## src/rtl/noc_pkg.sv

```systemverilog
// Shared definitions for the host-side NoC receive injector.
package noc_pkg;

    localparam int DEF_NOC_WID           = 16;
    localparam int DEF_REGIONAL_ADDR_WID = 11;
    localparam int SYM_WID               = 2;

    typedef enum logic [1:0] {
        IDLE,
        SETUP,
        REQ,
        RELEASE
    } inj_state_t;

endpackage

```

## src/rtl/noc_inj_fifo.sv

```systemverilog
// Word buffer between the configuration bus and the symbol serializer.
module noc_inj_fifo #(
    parameter int WID   = 16,
    parameter int DEPTH = 4
) (
    input  logic                       clk,
    input  logic                       rstn,
    input  logic                       push,
    input  logic [WID-1:0]             push_dat,
    input  logic                       pop,
    output logic [WID-1:0]             pop_dat,
    output logic                       full,
    output logic                       empty,
    output logic [$clog2(DEPTH):0]     count
);
    localparam int AW = $clog2(DEPTH);

    logic [WID-1:0] mem [DEPTH];
    logic [AW:0]    wr_ptr;
    logic [AW:0]    rd_ptr;
    logic           do_push;
    logic           do_pop;

    // Pointers carry one extra wrap bit so full and empty are distinguishable.
    assign empty   = (wr_ptr == rd_ptr);
    assign full    = (wr_ptr[AW] != rd_ptr[AW]) && (wr_ptr[AW-1:0] == rd_ptr[AW-1:0]);
    assign count   = wr_ptr - rd_ptr;
    assign do_pop  = pop && !empty;
    assign do_push = push && (!full || do_pop);
    assign pop_dat = mem[rd_ptr[AW-1:0]];

    always_ff @(posedge clk or negedge rstn) begin
        if (!rstn) begin
            wr_ptr <= '0;
            rd_ptr <= '0;
        end else begin
            if (do_push) wr_ptr <= wr_ptr + 1'b1;
            if (do_pop)  rd_ptr <= rd_ptr + 1'b1;
        end
    end

    always_ff @(posedge clk) begin
        if (do_push) mem[wr_ptr[AW-1:0]] <= push_dat;
    end

endmodule

```

## src/rtl/noc_rx_injector.sv

```systemverilog
// Buffers addressed config-bus words and serializes them MSB-first as
// 2-bit symbols over a four-phase req/data/ack link.
module noc_rx_injector
    import noc_pkg::*;
#(
    parameter int NOC_WID           = DEF_NOC_WID,
    parameter int REGIONAL_ADDR_WID = DEF_REGIONAL_ADDR_WID,
    parameter int FIFO_DEPTH        = 4
) (
    input  logic                         clk,
    input  logic                         rstn,
    input  logic [NOC_WID-1:0]           cfg_dat,
    input  logic [REGIONAL_ADDR_WID-1:0] cfg_adr,
    input  logic                         cfg_stb,
    input  logic [REGIONAL_ADDR_WID-1:0] slv_addr,
    output logic                         pr,
    output logic [SYM_WID-1:0]           pd,
    input  logic                         pa,
    output logic                         busy,
    output logic                         ovf
);
    localparam int SYMS   = NOC_WID / SYM_WID;
    localparam int CNT_W  = $clog2(SYMS + 1);
    localparam int FCNT_W = $clog2(FIFO_DEPTH) + 1;
    localparam logic [CNT_W-1:0] LAST_SYM = CNT_W'(SYMS - 1);

    logic                         data_wr;
    logic                         ctl_wr;
    logic [REGIONAL_ADDR_WID-1:0] ctl_addr;
    logic                         fifo_push;
    logic                         fifo_pop;
    logic [NOC_WID-1:0]           fifo_dat;
    logic                         fifo_full;
    logic                         fifo_empty;
    logic [FCNT_W-1:0]            fifo_cnt;

    logic                         pa_meta;
    logic                         pa_s;

    inj_state_t                   state;
    inj_state_t                   state_next;
    logic [NOC_WID-1:0]           sreg;
    logic [NOC_WID-1:0]           sreg_next;
    logic [CNT_W-1:0]             cnt;
    logic [CNT_W-1:0]             cnt_next;
    logic                         pr_next;
    logic [SYM_WID-1:0]           pd_next;

    assign ctl_addr  = slv_addr + REGIONAL_ADDR_WID'(1);
    assign data_wr   = cfg_stb && (cfg_adr == slv_addr);
    assign ctl_wr    = cfg_stb && (cfg_adr == ctl_addr);
    assign fifo_push = data_wr && !fifo_full;

    noc_inj_fifo #(
        .WID   (NOC_WID),
        .DEPTH (FIFO_DEPTH)
    ) u_fifo (
        .clk      (clk),
        .rstn     (rstn),
        .push     (fifo_push),
        .push_dat (cfg_dat),
        .pop      (fifo_pop),
        .pop_dat  (fifo_dat),
        .full     (fifo_full),
        .empty    (fifo_empty),
        .count    (fifo_cnt)
    );

    always_ff @(posedge clk or negedge rstn) begin
        if (!rstn) begin
            pa_meta <= 1'b0;
            pa_s    <= 1'b0;
        end else begin
            pa_meta <= pa;
            pa_s    <= pa_meta;
        end
    end

    always_ff @(posedge clk or negedge rstn) begin
        if (!rstn) begin
            ovf <= 1'b0;
        end else if (data_wr && fifo_full) begin
            ovf <= 1'b1;
        end else if (ctl_wr) begin
            ovf <= 1'b0;
        end
    end

    always_ff @(posedge clk or negedge rstn) begin
        if (!rstn) begin
            state <= IDLE;
            sreg  <= '0;
            cnt   <= '0;
            pr    <= 1'b0;
            pd    <= '0;
            busy  <= 1'b0;
        end else begin
            state <= state_next;
            sreg  <= sreg_next;
            cnt   <= cnt_next;
            pr    <= pr_next;
            pd    <= pd_next;
            busy  <= (fifo_cnt != '0) || (state != IDLE);
        end
    end

    always_comb begin
        state_next = state;
        sreg_next  = sreg;
        cnt_next   = cnt;
        fifo_pop   = 1'b0;
        unique case (state)
            IDLE: begin
                if (!fifo_empty) begin
                    fifo_pop   = 1'b1;
                    sreg_next  = fifo_dat;
                    cnt_next   = LAST_SYM;
                    state_next = SETUP;
                end
            end
            SETUP: state_next = REQ;
            REQ: begin
                if (pa_s) state_next = RELEASE;
            end
            RELEASE: begin
                if (!pa_s) begin
                    if (cnt == '0) begin
                        state_next = IDLE;
                    end else begin
                        sreg_next  = sreg << SYM_WID;
                        cnt_next   = cnt - 1'b1;
                        state_next = SETUP;
                    end
                end
            end
            default: state_next = IDLE;
        endcase
    end

    // Outputs are decoded from the next state so pr/pd come straight from flops.
    always_comb begin
        pr_next = (state_next == REQ);
        pd_next = pd;
        if (state_next == IDLE) begin
            pd_next = '0;
        end else if (state_next == SETUP) begin
            pd_next = sreg_next[NOC_WID-1 -: SYM_WID];
        end
    end

endmodule

```

## config.mk

```make
export PLATFORM = sky130hd
export DESIGN_NAME = noc_rx_injector
export DESIGN_NICKNAME = d
export VERILOG_FILES = /design/src/rtl/noc_pkg.sv /design/src/rtl/noc_inj_fifo.sv /design/src/rtl/noc_rx_injector.sv
export SDC_FILE = /design/constraint.sdc
export NUM_CORES = 1
export LEC_CHECK = 0
export ABC_AREA = 1
export CELL_PAD_IN_SITES_DETAIL_PLACEMENT = 2
export CELL_PAD_IN_SITES_GLOBAL_PLACEMENT = 2
export CORE_UTILIZATION = 25
export CTS_CLUSTER_SIZE = 30
export DETAILED_ROUTE_END_ITERATION = 16
export PLACE_DENSITY_LB_ADDON = 0.1
export SETUP_SLACK_MARGIN = 0.5
export SLEW_MARGIN = 20
export SYNTH_ARGS = -nofsm -noshare
export SYNTH_HDL_FRONTEND = slang
export SYNTH_SLANG_ARGS = --single-unit
```

## constraint.sdc

```tcl
create_clock -name clk -period 3.6 [get_ports clk]
set_input_delay 0.72 -clock clk [delete_from_list [all_inputs] [get_ports clk]]
set_output_delay 0.72 -clock clk [all_outputs]
set_load 0.01 [all_outputs]
```

# Yosys cells after proc, flatten, opt, wreduce, memory -nomap -nowiden

Memories as Yosys holds them, arrays and structs flattened.
Index checks and enable logic that the tools add are counted.

Flip-flop bits (word level): 35
Bits in latches: 0
Memory bits (writable): 64
Memory bits (read-only): 0
Input bits: 42
Output and inout bits: 5
Word-level logic and storage cells: 72
Memories: 1

$add $sub $neg: 5
Multipliers: 0
Divide/modulo/power cells: 0
$lt $le $gt $ge: 0
Equal/unequal tests: 13
Shift operators: 0
Mux-type cells: 21
Bitwise operators: 0
Reductions and logical operators: 20

Memories:

| name       | words | width | read ports | clocked after memory_dff | wr ports | line               | source |
|---|---|---|---|---|---|---|---|
| u_fifo.mem | 4     | 16    | 1          | 0                        | 1        | noc_inj_fifo.sv:18 | `logic [WID-1:0] mem [DEPTH];` |

Operators with widths:

| kind                    | count |
|---|---|
| $mux W16                | 3 |
| $pmux W16 S2            | 1 |
| $eq A11 B11 Y1          | 2 |
| $mux W4                 | 3 |
| $add A11 B1 Y11 const B | 1 |
| $mux W2                 | 5 |
| $pmux W2 S4             | 1 |
| $pmux W4 S2             | 1 |
| $reduce_bool A2 Y1      | 4 |
| $logic_and A1 B1 Y1     | 7 |
| $mux W1                 | 7 |
| $add A3 B1 Y3 const B   | 2 |
| $eq A2 B2 Y1 const B    | 3 |
| $ne A2 B2 Y1 const B    | 3 |
| $eq A2 B1 Y1 const B    | 2 |
| $logic_not A2 Y1        | 2 |
| $logic_not A4 Y1        | 1 |
| $reduce_and A4 Y1       | 1 |
| $sub A4 B1 Y4 const B   | 1 |
| $eq A3 B3 Y1            | 1 |
| $reduce_bool A3 Y1      | 1 |
| $sub A3 B3 Y3           | 1 |
| $eq A2 B2 Y1            | 1 |
| $logic_not A1 Y1        | 2 |
| other kinds (2)         | 3 |

# Longest topological paths before layout

Gate-level depths: netlist (run 1).

Word-level depth: 8
Mapped depth: 13
Gate-level depth less buffers: 12

# Cells and area by module

Synthesis (run 1) repeated with hierarchy kept, for this count alone.

Cell total of the unflattened synthesis: 492
Area, all modules: 4810.9 sq um

By module, submodules not included:

| module          | instances | cells an instance | area an instance (sq um) | seq. area each (sq um) |
|---|---|---|---|---|
| noc_inj_fifo    | 1         | 216               | 2894.0                   | 2072.0 |
| noc_rx_injector | 1         | 276               | 1916.8                   | 725.7 |

# Worst setup path before layout (run 1)

OpenSTA, ideal clock, no wires.

Path kind: register to register
From: reg u_fifo.rd_ptr[1]
To: mem u_fifo.mem[0][0] (enable)
Library setup time: 389 ps
Data arrival time: 2159 ps
Data required time: 3211 ps
Slack: 1052 ps
Stages on the path, launching flop included: 9
Buffers on the path: 1
Clock period less this slack: 2548 ps
Cells stage by stage: dfrtp_1 > inv_1 > clkbuf_1 > ha_1 > nand2_1 > nor2_1 > inv_1 > nand2_1 > nor2_1

Cells in the longest elaborated chain, start to end: 8
Elaborated cells on any way between the ends: 13
Classes of those cells: 2 x eq/ne; 4 x mux; 7 x reduce/logical

RTL lines:

| what                            | line                   | source |
|---|---|---|
| start: declaration              | noc_inj_fifo.sv:20     | `logic [AW:0] rd_ptr;` |
| start signal: assignment        | noc_inj_fifo.sv:38     | `if (do_pop) rd_ptr <= rd_ptr + 1'b1;` |
| $eq A3 B3 Y1                    | noc_inj_fifo.sv:25     | `assign empty = (wr_ptr == rd_ptr);` |
| $mux W1                         | noc_rx_injector.sv:114 | `if (!fifo_empty) begin` |
| $mux W1                         | noc_rx_injector.sv:112 | `unique case (state)` |
| $logic_and A1 B1 Y1             | noc_inj_fifo.sv:28     | `assign do_pop = pop && !empty;` |
| $logic_or A1 B1 Y1              | noc_inj_fifo.sv:29     | `assign do_push = push && (!full \|\| do_pop);` |
| $logic_and A1 B1 Y1 *           | noc_inj_fifo.sv:29     |  |
| $mux W1 *                       | noc_inj_fifo.sv:43     | `if (do_push) mem[wr_ptr[AW-1:0]] <= push_dat;` |
| $mux W1 (implied by the code) * | noc_inj_fifo.sv:43     |  |
| end: declaration                | noc_inj_fifo.sv:18     |  |

Mark *: on every way between the ends. The rest lies on a longest branch, timed or not.

# Final worst setup path (run 1)

From: in slv_addr[9]
To: mem u_fifo.mem[2][6] (enable)

Cells in the longest elaborated chain, start to end: 6

RTL lines:

| what                          | line                  | source |
|---|---|---|
| start: declaration            | noc_rx_injector.sv:15 | `input logic [REGIONAL_ADDR_WID-1:0] slv_addr,` |
| $eq A11 B11 Y1                | noc_rx_injector.sv:50 | `assign data_wr = cfg_stb && (cfg_adr == slv_addr);` |
| $logic_and A1 B1 Y1           | noc_rx_injector.sv:50 |  |
| $logic_and A1 B1 Y1           | noc_rx_injector.sv:52 | `assign fifo_push = data_wr && !fifo_full;` |
| $logic_and A1 B1 Y1           | noc_inj_fifo.sv:29    |  |
| $mux W1                       | noc_inj_fifo.sv:43    |  |
| $mux W1 (implied by the code) | noc_inj_fifo.sv:43    |  |

No other way between the ends.

==> results of run 1 <==
[through the flow]
stage | util [%] | setup slack, ns | hold WS, ns
after floorplan | - | 1.05 | 0.331
after global placement | 29.8 | 0.666 | 0.344
after detailed placement | 29.8 | 0.610 | 0.336
after CTS | 31.4 | 0.965 | 0.362
after global routing | 31.4 | 0.779 | 0.369
final | 31.4 | 0.999 | 0.359
[cell usage in the layout, fill, tap and decap left out, types with 4 or more instances in the layout]
cell               n
clkdlybuf4s50_1   45
ha_1              13
xnor2_1            7
clkbuf_16          9
nand2_1          138
xor2_1             6
o21ai_1            4
buf_4              8
nand3_1           21
edfxtp_1          64
dfrtp_1           35
o22ai_1            4
o21ai_0           47
o22a_1            10
nor2_1            59
nor3_1             5
inv_1             51
[critical path: stages]
cell and delay, ns:
clkdlybuf4s50_1 0.47, xnor2_1 0.33, nand2_1 0.09, nor2_1 0.10, nand2_1 0.06, nor2_1 0.22, nand2_1 0.21, nor2_1 0.15
buf_4 0.28
[kinds of logic after synthesis]
logic type / Yosys count / synth area share (%)
and+or+nand+nor: 228 / 19.5
DFF: 99 / 59.6
AOI/OAI and AO/OA: 72 / 9.09
xor gates and xnor gates: 14 / 2.77
adders and majority gates: 13 / 3.46
buffers and inverters: 65 / 5.60
[metal layers]
metal | wire [um] | part of all wire (%) | track usage [%]
met5 | 0 | 0 | 0
met4 | 122 | 0.98 | 3.39
met3 | 340 | 2.7 | 3.42
met2 | 5860 | 47 | 22.9
met1 | 6090 | 49 | 18.2
[worst paths after layout]
path,endpoint,cells past startpoint,slack (ns)
min in group asynchronous,pr$_DFF_PN0_,1,0.47
max,u_fifo.mem[2][6]$_DFFE_PP_,9,1.0
max in group asynchronous,sreg[2]$_DFFE_PN0P_,1,2.56
min reg2reg,pa_s$_DFF_PN0_,0,0.36
max reg2reg,sreg[2]$_DFFE_PN0P_,7,1.26
min,pa_s$_DFF_PN0_,0,0.36
[sequential cells by signal, indices dropped and copies added (netlist names)]
signal and flops:
cnt 4, u_fifo.mem 64, busy 1, pa_s 1
u_fifo.wr_ptr 3, pd 2, ovf 1, pr 1
pa_meta 1, u_fifo.rd_ptr 3, state 2, sreg 16
[layout make-up]
cell class / instances / area (um2)
multi-input cells: 327 / 1630
clock buffers: 9 / 225
clock inverters: 7 / 63.8
flip-flops and latches: 99 / 2800
well taps: 229 / 287
fillers: 1997 / 12500
inverters: 53 / 201
repair buffers: 54 / 515
[power by group]
part / switching (uW) / internal [uW] / total, uW
registers: 93.3 / 1350 / 1450
clock network: 470 / 489 / 959
logic: 860 / 442 / 1300
total: 1420 / 2280 / 3710
==> metrics, run 1 <==
Ys Warns 0; biggest area consumer among synthesized cells edfxtp_1; vias in the first global route 3882; maxcap violations 0; CTS max path bufs 2; hpwl dp 9010 um; Hold WC Path Type reg2reg; clock sinks 99; minimum clock period 2.60 ns; routed len/inst 16.0 um; P_leak 0.00240 uW; Syn Inst Count 491; hold_sp pa_meta$_DFF_PN0_; Netlist cell types 30; VDD IR max 0.222 mV; status complete, no violations; RSZ-0062 raised after global routing false; GPL Wtd Cong 0.701; post-route insts no fill 778; Avg Cell Area, Syn 9.56 um2; Crit Path Class in2reg; Synth top cells by count 138 x nand2_1, 64 x edfxtp_1, 59 x nor2_1; relative slew slack 31.2%; ant diodes 0; final hold violation count 0; CP Max Fanout 16; CP endpoint kind register; Setup-failing EPs final 0; Vias/cell 4.49; core outline area 18200 um2; Clk Latency, worst-skew pair 0.36 ns; post-synthesis sequential element count 99; Layout Skew 0.0106 ns; Mapped Area 4690 um2; crit path DAT 2.64 ns; TNS Setup 0 ns; Syn Nets 546; Final Routed Wirelength 12400 um; CTS Buf Count 9; Buffers on Ports 46; worst r2r src u_fifo.rd_ptr[0]$_DFFE_PN0P_; Yosys top cell area share 40.9%; top-count cell post-synth nand2_1; Post-CTS Setup Bufs 0; routed via count 3493; PnR Total Power 3710 uW; gr ovfl total 0; die width 139 um; Layout area overhead 21.9%; pwr/cell area 648 nW/um2; H-tree depth 3; design area 5720 um2; first-pass GRT wire length 20500 um; Initial DRC Count 105; nets 599; Area contributors post-synth edfxtp_1 41%, dfrtp_1 19%, nand2_1 11%; First-pass DRT Iterations 6; Final period util 72.3%; CTS clock-pin slew for the worst setup and hold paths 0.07 ns; chip height 139 um; I/O pins 47; Rows 49; FMAX 0.384 GHz; CTS tree yes; top_reg_cell synth edfxtp_1; DP Cell Count 762; CP required 3.64 ns; final slew viol count 0; crit path launch slv_addr[9]; post-synthesis sequential area ratio 59.6%; Initial Util 25.8%; Routed Antenna Nets 0; clock root cell clkbuf_16; cts hold-fix bufs 0; all-layer global routing usage 13.9%; Worst Tran Pin Value 1.03 ns; DRC viols 0; post_cts resized 0; largest net degree at the start of global routing 36; startpoint types input port; die area 19300 um2; share of layout cells above drive strength 1 5.65%; Synth async-reset ratio 35.4%; EDFF count, synth 64; DP Area 5440 um2; initial antenna violation count 0
No activity file was read; power rests on OpenSTA's default activity.
==> run 2: changes to the inputs <==
==> constraint.sdc (replaced) <==
create_clock -name clk -period 2.4 [get_ports clk]
set_input_delay 0.48 -clock clk [delete_from_list [all_inputs] [get_ports clk]]
set_output_delay 0.48 -clock clk [all_outputs]
set_load 0.01 [all_outputs]
==> run 2 against run 1 <==
Against the previous run: routed wire length rose by 12%; first-iteration DRC count rose by 4.8%; cell area rose by 12%; sequential cell count did not move; register-to-register slack got worse by 0.69 ns; sequential power rose by 50%; via count rose by 6.9%; worst hold slack got worse by 0.12 ns; global-route usage rose by 1.2 points.
==> metrics, run 2 (same netlist as run 1, synthesis figures left out) <==
initial antenna violation count 0 (unchanged); chip height 139 um (unchanged); Largest delay share family, worst path buffers and inverters (was simple AND/OR/NAND/NOR gates); most frequent cells in the layout 128 x nand2_1, 64 x edfxtp_1, 50 x nor2_1 (was 138 x nand2_1, 64 x edfxtp_1, 59 x nor2_1); commonest non-fill, non-tap cell in the layout nand2_1 (unchanged); routed via count 3734 (was 3493); CP endpoint kind register (unchanged); H-tree depth 3 (unchanged); max reg flops 64 (unchanged); design area 6400 um2 (was 5720 um2); clock sinks 99 (unchanged); Slowest cell on crit path dfrtp_2 (was clkdlybuf4s50_1); post-route insts no fill 830 (was 778); crit path launch u_fifo.rd_ptr[0]$_DFFE_PN0P_ (was slv_addr[9]); all-layer global routing usage 15.1% (was 13.9%); vias in the first global route 4165 (was 3882); die area 19300 um2 (unchanged); GPL Wtd Cong 0.735 (was 0.701); FMAX 0.548 GHz; final slew viol count 0 (unchanged); share of layout cells above drive strength 1 23.0% (was 5.65%); clock root cell clkbuf_16 (unchanged); startpoint types register (was input port); die width 139 um (unchanged); CTS max path bufs 2 (unchanged); Vias/cell 4.50 (was 4.49); First-pass DRT Iterations 12 (was 6); Final Routed Wirelength 13900 um (was 12400 um); relative slew slack 43.1% (was 31.2%); Crit Path Class reg2reg (was in2reg); status complete, no violations (unchanged); Layout Skew 0.0128 ns (was 0.0106 ns); DP Cell Count 783 (was 762); endpoint of the worst register-to-register path u_fifo.mem[3][7]$_DFFE_PP_ (was sreg[2]$_DFFE_PN0P_); cts hold-fix bufs 0 (unchanged); TNS Setup 0 ns (unchanged); final hold violation count 0 (unchanged); minimum clock period 1.83 ns; I/O pins 47 (unchanged); CP Capture Point u_fifo.mem[3][7]$_DFFE_PP_ (was u_fifo.mem[2][6]$_DFFE_PP_); CP required 2.52 ns (was 3.64 ns); Place WS -0.137 ns (was 0.610 ns); routed len/inst 16.7 um (was 16.0 um); RSZ-0062 raised after global routing false (unchanged); first-pass GRT wire length 22300 um (was 20500 um); Initial Util 25.8% (unchanged); Hold WC Path Type in2async (was reg2reg); VDD IR max 0.462 mV (was 0.222 mV); Largest stage delay, worst path 0.46 ns (was 0.47 ns); worst r2r src u_fifo.rd_ptr[0]$_DFFE_PN0P_ (unchanged); gr ovfl total 0 (unchanged); r2r worst-path depth 8 (was 7); post-layout util 35.2% (was 31.4%); Clk Latency, worst-skew pair 0.35 ns (was 0.36 ns); CTS clock-pin slew for the worst setup and hold paths 0.07 ns (about the same); Final period util 76.1%; Initial DRC Count 110 (was 105); Setup-failing EPs final 0 (unchanged); Setup WS post-layout 0.574 ns (was 0.999 ns); DP Area 5690 um2 (was 5440 um2); nets 651 (was 599); Routed Antenna Nets 0 (unchanged); ant diodes 0 (unchanged); hpwl dp 9300 um (was 9010 um); fillers 1965 (was 1997); core outline area 18200 um2 (unchanged); critical path, cell by cell ha_4 -> nand2_4 -> nor2_2 -> inv_2 -> nand3_4 -> clkinvlp_4 -> buf_4 -> buf_12 (was clkdlybuf4s50_1 -> xnor2_1 -> nand2_1 -> nor2_1 -> nand2_1 -> nor2_1 -> nand2_1 -> nor2_1 -> buf_4); maxcap violations 0 (unchanged); P_leak 0.00272 uW (was 0.00240 uW); crit path DAT 1.94 ns (was 2.64 ns); Worst Tran Pin Value 0.854 ns (was 1.03 ns); Buffers on Ports 46 (unchanged); pwr/cell area 946 nW/um2 (was 648 nW/um2); CP Buf/Inv Count 4 (was 2); CTS tree yes (unchanged); Rows 49 (unchanged); Layout area overhead 36.4% (was 21.9%); CTS Buf Count 9 (unchanged); DRC viols 0 (unchanged); R2R setup slack 0.57 ns (was 1.26 ns); CP Max Fanout 8 (was 16); cell depth of the worst setup path 8 (was 9); largest net degree at the start of global routing 36 (unchanged)
-- run 2: changes by cell type in the layout (fill, tap and decap cells not counted), moves of 5 or more --
cell	delta
xnor2_1	-5
buf_4	+40
clkbuf_2	+9
nor2_4	+6
inv_2	+9
xnor2_2	+5
nor2_1	-9
nand2_1	-10
buf_12	+7
inv_1	-12
dlygate4sd2_1	+9
clkdlybuf4s50_1	-23
nand2_2	+8
-- run 2: area by class of cell --
cell class / instances / area, um2 / area share, %
Sequential cell: 99 / 2800 / 43.8
Multi-Input combinational cell: 327 / 1820 / 28.4
Timing Repair Buffer: 105 / 985 / 15.4
Tap cell: 229 / 287 / 4.48
Clock buffer: 9 / 225 / 3.52
Inverter: 53 / 215 / 3.36
Clock inverter: 7 / 65.1 / 1.02
Timing Repair inverter: 1 / 5.00 / 0.0782
-- run 2: what timing repair did --
action	4_1_cts	5_1_grt
pin swaps	10	14
setup endpoints to repair	86	80
gates resized for setup	48	44
setup buffers	16	12
cloned	2	1
hold endpoints to repair	0	0
-- run 2: worst min path at each step --
stage | from | to | slack, ns | depth (start not counted)
after CTS | rstn | sreg[8]$_DFFE_PN0P_ | 0.27 | 1
after global routing | rstn | sreg[8]$_DFFE_PN0P_ | 0.32 | 1
after floorplan | rstn | busy$_DFF_PN0_ | 0.18 | 0
after global placement | pa_meta$_DFF_PN0_ | pa_s$_DFF_PN0_ | 0.34 | 0
after detailed placement | pa_meta$_DFF_PN0_ | pa_s$_DFF_PN0_ | 0.35 | 0
final | rstn | sreg[13]$_DFFE_PN0P_ | 0.24 | 1
-- run 2: worst register-to-register path: cells and delay by family, from the launching register on --
kind / cells / cell delay (ns)
simple gates: 3 / 0.33
buf+inv: 4 / 0.51
fa+ha+maj: 1 / 0.29
flops: 1 / 0.46
-- run 2: metal layers --
metal	global-route usage (%)	vias up	wire [um]	share of wire, %
met2	27.2	36	7120	51
met1	18.6	1856	6340	46
met5	0	-	0	0
li1	-	1833	-	-
met3	2.52	9	260	1.9
met4	4.21	0	155	1.1
-- run 2: power breakdown --
part | total (uW) | switching, uW | internal [uW]
clock network | 1440 | 705 | 734
logic | 2450 | 1500 | 949
registers | 2170 | 133 | 2030
-- run 2: metrics by stage --
step                      power, uW  hold WS (ns)
after floorplan                3560         0.184
after global placement         4270         0.344
after detailed placement       4330         0.350
after CTS                      5960         0.275
after global routing           6520         0.318
final                          6060         0.244
==> run 3: changes to the inputs <==
==> constraint.sdc (replaced) <==
create_clock -name clk -period 1.8 [get_ports clk]
set_input_delay 0.36 -clock clk [delete_from_list [all_inputs] [get_ports clk]]
set_output_delay 0.36 -clock clk [all_outputs]
set_load 0.01 [all_outputs]
==> run 3 against run 2 <==
Against the previous run: register-to-register slack got worse by 0.46 ns; sequential share of layout area fell by 4.6 points; highest routed layer unchanged; sequential power grew 34%; via count up 4.0%; critical endpoint is now u_fifo.mem[0][5]$_DFFE_PP_.
==> metrics, run 3 (same netlist as run 1, synthesis figures left out) <==
maxcap violations 0 (unchanged); r2r worst-path depth 9 (was 8); Psw 3580 uW (was 2340 uW); Setup-failing EPs final 0 (unchanged); CP most frequent cell nor2_4; Layout Skew 0.00613 ns (was 0.0128 ns); CP Buf/Inv Count 4 (unchanged); clock sinks 99 (unchanged); Min-Delay Endpoint pa_s$_DFF_PN0_; chip height 139 um (unchanged); Slowest cell on crit path dfrtp_1 (was dfrtp_2); die width 139 um (unchanged); worst r2r src u_fifo.rd_ptr[1]$_DFFE_PN0P_ (was u_fifo.rd_ptr[0]$_DFFE_PN0P_); H-tree depth 3 (unchanged); share of layout cells above drive strength 1 35.5% (was 23.0%); hold path cells 0; Crit Path Class reg2reg (unchanged); Vias/cell 4.47 (was 4.50); Buffers on Ports 46 (unchanged); Worst Tran Pin Value 0.455 ns (was 0.854 ns); Routed Antenna Nets 0 (unchanged); Hold WC Path Type reg2reg (was in2async); CP endpoint kind register (unchanged); status complete, no violations (unchanged); worst hold margin 0.365 ns (was 0.244 ns); post-layout util 39.2% (was 35.2%); clock root cell clkbuf_16 (unchanged); startpoint types register (unchanged); Clk Latency, worst-skew pair 0.35 ns (about the same); P_leak 0.00305 uW (was 0.00272 uW); Initial DRC Count 97 (was 110); combinational fraction of design power 49.2% (was 40.5%); most frequent cells in the layout 114 x nand2_1, 64 x edfxtp_1, 54 x buf_4 (was 128 x nand2_1, 64 x edfxtp_1, 50 x nor2_1); crit path DAT 1.76 ns (was 1.94 ns); Final period util 93.8% (was 76.1%); R2R setup slack 0.11 ns (was 0.57 ns); commonest non-fill, non-tap cell in the layout nand2_1 (unchanged); CTS clock-pin slew for the worst setup and hold paths 0.07 ns (about the same); CTS Buf Count 9 (unchanged); all-layer global routing usage 15.6% (was 15.1%); RSZ-0062 raised after global routing true (was false); Internal 5800 uW (was 3720 uW); Rows 49 (unchanged); DRC viols 0 (unchanged); Clock power frac 19.9% (was 23.8%); Largest delay share family, worst path buffers and inverters (unchanged); CTS max path bufs 2 (unchanged); nets 689 (was 651); CTS tree yes (unchanged); routed len/inst 16.4 um (was 16.7 um); VDD IR max 0.579 mV (was 0.462 mV); critical path, cell by cell inv_2 -> ha_4 -> nand2_4 -> nor2_4 -> inv_4 -> nand2_8 -> nor2_4 -> buf_6 -> buf_12 (was ha_4 -> nand2_4 -> nor2_2 -> inv_2 -> nand3_4 -> clkinvlp_4 -> buf_4 -> buf_12); DP Area 5910 um2 (was 5690 um2); die area 19300 um2 (unchanged); routed via count 3884 (was 3734); ant diodes 0 (unchanged); I/O pins 47 (unchanged); largest net degree at the start of global routing 20 (was 36); relative slew slack 69.7% (was 43.1%); CP required 1.87 ns (was 2.52 ns); first-pass GRT wire length 23200 um (was 22300 um); CP Max Fanout 8 (unchanged); gr ovfl total 0 (unchanged); max reg flops 64 (unchanged); Initial Util 25.8% (unchanged); TNS Setup 0 ns (unchanged); core outline area 18200 um2 (unchanged); crit path launch u_fifo.rd_ptr[1]$_DFFE_PN0P_ (was u_fifo.rd_ptr[0]$_DFFE_PN0P_); Sw Ratio 38.2% (was 38.6%); final slew viol count 0 (unchanged); First-pass DRT Iterations 12 (unchanged); minimum clock period 1.69 ns (was 1.83 ns); hold_sp pa_meta$_DFF_PN0_; GPL Wtd Cong 0.702 (was 0.735); final hold violation count 0 (unchanged); Flop pwr share 30.9% (was 35.8%); FMAX 0.593 GHz (was 0.548 GHz); hpwl dp 9610 um (was 9300 um); endpoint of the worst register-to-register path u_fifo.mem[0][5]$_DFFE_PP_ (was u_fifo.mem[3][7]$_DFFE_PP_); Layout area overhead 52.2% (was 36.4%); pwr/cell area 1310 nW/um2 (was 946 nW/um2); design area 7140 um2 (was 6400 um2); vias in the first global route 4360 (was 4165); initial antenna violation count 0 (unchanged); Final Routed Wirelength 14200 um (was 13900 um); fillers 1908 (was 1965); Largest stage delay, worst path 0.39 ns (was 0.46 ns)
## run 3: changes by cell type in the layout (fill, tap and decap cells not counted), sizes merged, moves of 2 or more
cell and delta:
inv +2, clkbuf -7, clkdlybuf4s50 -5, clkinvlp -2
buf +51
## run 3: how the worst max path moves through the flow
| stage | slack (ns) | cells after the start | to |
|---|---|---|---|
| final | 0.11 | 9 | u_fifo.mem[0][5]$_DFFE_PP_ |
| after global routing | 0.03 | 9 | sreg[11]$_DFFE_PN0P_ |
| after floorplan | -0.06 | 8 | u_fifo.mem[0][0]$_DFFE_PP_ |
| after global placement | -0.55 | 10 | u_fifo.mem[0][9]$_DFFE_PP_ |
| after detailed placement | -0.62 | 10 | u_fifo.mem[0][9]$_DFFE_PP_ |
| after CTS | 0.15 | 9 | u_fifo.mem[0][10]$_DFFE_PP_ |
## run 3: area by class of cell
class | instances | area [um2] | area share, %
well taps | 229 | 287 | 4.01
clock inverters | 7 | 55.1 | 0.771
multi-input cells | 327 | 2100 | 29.4
inverters | 53 | 224 | 3.13
clock buffers | 9 | 225 | 3.15
repair buffers | 144 | 1450 | 20.3
flip-flops and latches | 99 | 2800 | 39.2
## run 3: metrics by stage
stage	setup WS, ns	total power (uW)	cells
detailed placement	-0.622	6120	803
finish	0.112	9390	868
floorplan	-0.0574	4810	491
global placement	-0.549	6010	803
global route	0.0276	10000	868
CTS	0.149	9200	863
## run 3: power groups by stage
stage / clock [uW] / combinational (uW) / sequential (uW)
floorplan: 0 / 1910 / 2900
global placement: 0 / 3100 / 2910
detailed placement: 0 / 3210 / 2920
CTS: 1930 / 4380 / 2890
global route: 2000 / 5090 / 2930
finish: 1870 / 4620 / 2900
## run 3: per-layer routing
metal / GRT usage [%] / routed length (um) / vias to the layer above
met5: 0 / 0 / -
met4: 4.85 / 183 / 0
met3: 2.62 / 260 / 11
met2: 26.8 / 7120 / 34
met1: 20.1 / 6670 / 1929
li1: - / - / 1910
## run 3: what timing repair did
item,CTS,global route
setup endpoints to repair,101,97
pin swaps,45,27
hold endpoints to repair,16,0
setup buffers,40,5
cloned,3,0
resized for setup,208,42
hold buffers,1,0
